===== src/rtl/fetch.sv =====
`default_nettype none
// ============================================================================
// Module   : fetch
// Purpose  : Single-outstanding instruction fetch unit with redirect support.
// Revision : 1.0 - initial release
// ============================================================================
module fetch #(
    parameter logic [31:0] RESET_PC = 32'h0000_0000
) (
    input  logic        clk,
    input  logic        rst,
    output logic        imem_req,
    output logic [31:0] imem_addr,
    input  logic        imem_ready,
    input  logic        imem_rvalid,
    input  logic [31:0] imem_rdata,
    output logic        instr_valid,
    output logic [31:0] instr_raw,
    output logic [31:0] instr_pc,
    input  logic        instr_ready,
    input  logic        redirect_valid,
    input  logic [31:0] redirect_pc
);

    typedef enum logic [1:0] {
        S_REQ   = 2'd0,
        S_WAIT  = 2'd1,
        S_HOLD  = 2'd2,
        S_DRAIN = 2'd3
    } state_t;

    localparam logic [31:0] c_align_mask = 32'hFFFF_FFFC;

    state_t      r_state;
    logic [31:0] r_pc;
    logic [31:0] w_redirect_target;

    // Every value loaded into r_pc is word-aligned, so the address needs no masking.
    assign w_redirect_target = redirect_pc & c_align_mask;
    assign imem_req          = (r_state == S_REQ);
    assign imem_addr         = r_pc;

    always_ff @(posedge clk) begin
        if (rst) begin
            r_pc        <= RESET_PC & c_align_mask;
            r_state     <= S_REQ;
            instr_valid <= 1'b0;
            instr_raw   <= 32'h0;
            instr_pc    <= 32'h0;
        end else if (redirect_valid) begin
            // An in-flight request must be drained so its data never reaches decode.
            r_pc        <= w_redirect_target;
            instr_valid <= 1'b0;
            case (r_state)
                S_REQ:   r_state <= imem_ready  ? S_DRAIN : S_REQ;
                S_WAIT:  r_state <= imem_rvalid ? S_REQ   : S_DRAIN;
                S_HOLD:  r_state <= S_REQ;
                S_DRAIN: r_state <= imem_rvalid ? S_REQ   : S_DRAIN;
                default: r_state <= S_REQ;
            endcase
        end else begin
            case (r_state)
                S_REQ: begin
                    if (imem_ready) begin
                        r_state <= S_WAIT;
                    end
                end
                S_WAIT: begin
                    if (imem_rvalid) begin
                        instr_raw   <= imem_rdata;
                        instr_pc    <= r_pc;
                        instr_valid <= 1'b1;
                        r_pc        <= r_pc + 32'd4;
                        r_state     <= S_HOLD;
                    end
                end
                S_HOLD: begin
                    if (instr_ready) begin
                        instr_valid <= 1'b0;
                        r_state     <= S_REQ;
                    end
                end
                S_DRAIN: begin
                    if (imem_rvalid) begin
                        r_state <= S_REQ;
                    end
                end
                default: r_state <= S_REQ;
            endcase
        end
    end

endmodule
`default_nettype wire

===== config.mk =====
export PLATFORM = sky130hd
export DESIGN_NAME = fetch
export DESIGN_NICKNAME = d
export VERILOG_FILES = /design/src/rtl/fetch.sv
export SDC_FILE = /design/constraint.sdc
export NUM_CORES = 1
export LEC_CHECK = 0
export ABC_AREA = 0
export CAP_MARGIN = 5
export CORE_MARGIN = 10
export CORE_UTILIZATION = 35
export CTS_CLUSTER_SIZE = 28
export DETAILED_ROUTE_END_ITERATION = 16
export PLACE_DENSITY = 0.75
export SYNTH_ARGS = -nofsm -noshare
export SYNTH_HDL_FRONTEND = slang
export SYNTH_SLANG_ARGS = --single-unit

===== constraint.sdc =====
create_clock -name clk -period 2 [get_ports clk]
set_input_delay 0.4 -clock clk [delete_from_list [all_inputs] [get_ports clk]]
set_output_delay 0.4 -clock clk [all_outputs]
set_load 0.005 [all_outputs]

Yosys cells after proc, flatten, opt, wreduce, memory -nomap -nowiden:

Cells that the tools add are included.

* flip-flop bits (word level): 99
* bits of input ports: 70
* output and inout port bits: 98
* logic and storage cells: 43

* add/sub/neg operators: 1
* equality and inequality tests: 9
* muxes and demuxes: 15
* bitwise operators: 1
* reduce and logical (&&, ||, !) cells: 11

Operators with widths (number)
* $mux W32: 3
* $add A32 B3 Y32 const B: 1
* $mux W2: 7
* $ne A3 B3 Y1 const B: 3
* $pmux W2 S4: 1
* $pmux W2 S3: 1
* $reduce_and A3 Y1: 2
* $reduce_bool A2 Y1: 3
* $eq A2 B2 Y1 const B: 2
* $ne A2 B2 Y1 const B: 2
* $reduce_and A2 Y1: 2
* $reduce_and A4 Y1: 1
* $reduce_or A2 Y1: 2
* $ne A3 B1 Y1 const B: 1
* $eq A2 B1 Y1 const B: 1
* $logic_not A2 Y1: 1
* $mux W1: 2
* $pmux W1 S2: 1
* $not A1 Y1: 1

Depth between registers and ports, before layout:

* depth after elaboration: 4
* depth in mapped cells: 7
* gate-level depth less buffers: 6

Least setup slack after synthesis:

OpenSTA, ideal clock, no wires.

* kind: register to register
* start: register r_pc[5], in the netlist imem_addr[5]
* end: register r_pc[16], in the netlist imem_addr[16]
* library setup time: 91 ps
* arrival time: 1617 ps
* required time: 1909 ps
* path slack: 292 ps
* cell stages (with the launch flop): 6
* path buffers: 1
* period minus slack after synthesis: 1708 ps
* path through: dfxtp_1 > and4_1 > nand4_4 > buf_6 > or3_1 > a311oi_1

* cells in the longest elaborated chain, start to end: 4

RTL lines
* from (decl): RTL line 35 `logic [31:0] r_pc;`
* from (signal assigned): RTL line 45 `r_pc <= RESET_PC & c_align_mask;`
* from (signal assigned): RTL line 52 `r_pc <= w_redirect_target;`
* from (signal assigned): RTL line 73 `r_pc <= r_pc + 32'd4;`
* $add A32 B3 Y32: RTL line 73
* $mux W32: RTL line 69 `if (imem_rvalid) begin`
* $mux W32: RTL line 62 `case (r_state)`
* $mux W32: RTL line 50 `end else if (redirect_valid) begin`

Every way passes these cells. The select of a mux whose other input is x is not followed.
A chain may end at the register's enable or synchronous reset.

Final worst setup path:

* start: register r_pc[9], in the netlist imem_addr[9]
* end: output port imem_addr[9]

RTL lines
* to (decl): RTL line 13 `output logic [31:0] imem_addr,`

No word-level cell between the ends.

==> impl_results.md <==
* Status: finished, final reports clean
* Setup crit start kind: flip-flop
* CP Buf/Inv Count at 1
* Fin Setup TNS at 0 ns
* Initial DRC Count at 140
* Post-Layout Inst Area at 6250 um2
* Total clock sinks at 95
* Clk_skew at 0.00609 ns
* I/O pins at 168
* Cells after Synth at 494
* Final Hold Vio Count at 0
* Site Rows at 38
* PwrDens at 698 nW/um2
* Register area share after synthesis at 47.7%
* WS Path Type: reg2out
* Crit path cell chain: clkdlybuf4s50_1
* Antenna viol nets, final at 0
* Hpwl dp at 9.89 mm
* Hold buffer count at CTS at 0
* Crit path required time at 1.60 ns
* TritonRoute pass-1 iters at 4
* Core Region at 11000 um2
* Area leader, netlist: dfxtp_1
* Synth Area per Inst at 8.07 um2
* M2 GR Usage at 25.2%
* CP delay by family, top: buffers and inverters
* Antenna cells at 0
* Total die area at 16100 um2
* Yosys cell types at 39
* Seq cells post-synth at 95
* RSZ-0062 raised after global routing: no
* WHS at 0.452 ns
* Fraction of layout cells with a size suffix above 1 at 10.0%
* Crit path largest cell delay at 0.60 ns
* Hold Path Class: reg2reg
* Post-DP Area at 5890 um2
* Max-cap viol count at 0
* GR Util met3 at 7.16%
* CP Capture Type: output pin
* Share of the synthesized area in the top cell type at 47.7%
* Final design utilization at 56.9%
* CP arrival at 1.50 ns
* RD Place Congestion at 0.835
* Nets at 735
* Gr usage total at 15.6%
* Yosys warns at 0
* Met1 Use GR at 18.0%
* Area grow syn2layout at 56.8%
* Initial antenna violation count at 0
* Worst vdd ir at 441 uV
* Critical Path Fanout Max at 6
* Post-synth EDFFs at 0
* Post-Route WL at 13.2 mm
* CTS Buf Count at 9
* Post-DR vias/cell at 5.03
* WL/cell at 16.3 um
* Total congestion overflow at 0
* CTS clk-pin slew, worst paths at 0.06 ns
* Main flop type after synthesis: dfxtp_1
* Max Freq at 0.527 GHz
* Clock latency at the later pin of the worst-skew pair at 0.34 ns
* Slew Viols, Final at 0
* P_leak at 2.16 nW
* Die height at 127 um
* Detailed-route DRC error count at 0
* Max clock buf depth at 2
* Vias in the first global route at 3994
* Die Span X at 127 um
* CTS tree: built
* Quantity of I/O buffers inserted on ports at 161
* H-tree Lvls at 3
* Vias at 4069
* Initial Utilization at 36.3%
* Top post-synthesis cells by area: dfxtp_1 48%, nand2_1 14%, a21oi_1 8.7%, xnor2_1 4.2%, a211oi_1 3.6%
* Netlist Area Pre-Place at 3990 um2
* Fin crit period at 1.90 ns
* First-pass GRT wire length at 20.7 mm
* Slowest CP cell: clkdlybuf4s50_1
* Tcrit/Tclk final at 94.9%
* Busiest grt layer: met2
* Root Buffer: clkbuf_16
* Final setup viols at 0
* FILL cells at 983
* Pin count of the biggest net entering global routing at 52
* Async SR Flop Fraction at 0%
==> layer usage <==
layer / wire length, um / vias up
li1: - / 2010
met1: 5510 / 1921
met2: 6150 / 123
met3: 1320 / 15
met4: 187 / 0
met5: 0 / -
==> synth_stat cells, drive strengths merged, types with 3 or more instances <==
cell,n
clkbuf,28
o21ai,7
a311oi,5
nor4,7
and2,3
nor2,28
and4,3
nand3,8
xor2,4
o22ai,3
dfxtp,95
inv,6
a211oi,19
or3,6
and3,4
a21oi,69
xnor2,19
nand4,8
buf,8
nand2,144
nor3,7
==> what timing repair did <==
| item | 4_1_cts | 5_1_grt |
|---|---|---|
| endpoints found under the setup margin | 1 | 7 |
| endpoints found under the hold margin | 0 | 0 |
| setup buffers | 0 | 2 |
| pin swaps | 0 | 1 |
| cloned | 0 | 1 |
| resized for setup | 1 | 5 |
==> sequential cells by signal, indices dropped and copies added (netlist names) <==
signal and count:
imem_addr 30, instr_pc 30, instr_raw 32, instr_valid 1
r_state 2
==> through the flow <==
| step | std cells | setup WS, ns | power, mW |
|---|---|---|---|
| after floorplan | 497 | 0.292 | 2.25 |
| after global placement | 790 | -0.264 | 2.60 |
| after global routing | 809 | 0.0331 | 4.54 |
| final | 809 | 0.102 | 4.37 |
| after CTS | 806 | 0.0598 | 4.41 |
| after detailed placement | 790 | -0.355 | 2.62 |
==> cell families (layout without fill, tap and decap cells) <==
group	Yosys count	after routing	synth area share [%]
and+or+nand+nor	224	225	26.4
AOI/OAI and AO/OA	107	107	15.4
DFF	95	95	47.7
buffers and inverters	42	213	4.77
xor gates and xnor gates	23	23	5.05
adders and majority gates	1	1	0.314
other	1	4	0.0940
muxes	1	1	0.251
==> area by class of cell <==
type | count | area, um2 | share of cell area [%]
flip-flops and latches | 95 | 1900 | 30.4
multi-input cells | 361 | 1950 | 31.2
clock inverters | 4 | 70.1 | 1.12
well taps | 140 | 175 | 2.80
inverters | 6 | 22.5 | 0.360
repair buffers | 191 | 1900 | 30.3
clock buffers | 12 | 236 | 3.78
==> where the power goes <==
group | internal [mW] | total [mW] | switching, mW
combinational | 0.327 | 0.552 | 0.225
sequential | 1.96 | 2.03 | 0.0706
clock | 1.09 | 1.79 | 0.696
==> path summary, 6_finish.rpt <==
kind           startpoint             to  slack, ns  depth (start not counted)
min          instr_pc[30]   instr_pc[30]       0.45                          2
min reg2reg  instr_pc[30]   instr_pc[30]       0.45                          2
max reg2reg  imem_addr[8]  imem_addr[13]       0.18                          5
max          imem_addr[9]   imem_addr[9]       0.10                          1
==> cells in the final DEF, fill, tap and decap left out, types with 8 or more instances in the layout <==
cell type,n
a211oi_1,19
a21oi_1,69
buf_4,25
clkbuf_16,9
clkdlybuf4s50_1,159
dfxtp_1,95
nand2_1,143
nand3_1,8
nor2_1,28
xnor2_1,19
No activity file was read; power rests on OpenSTA's default activity.
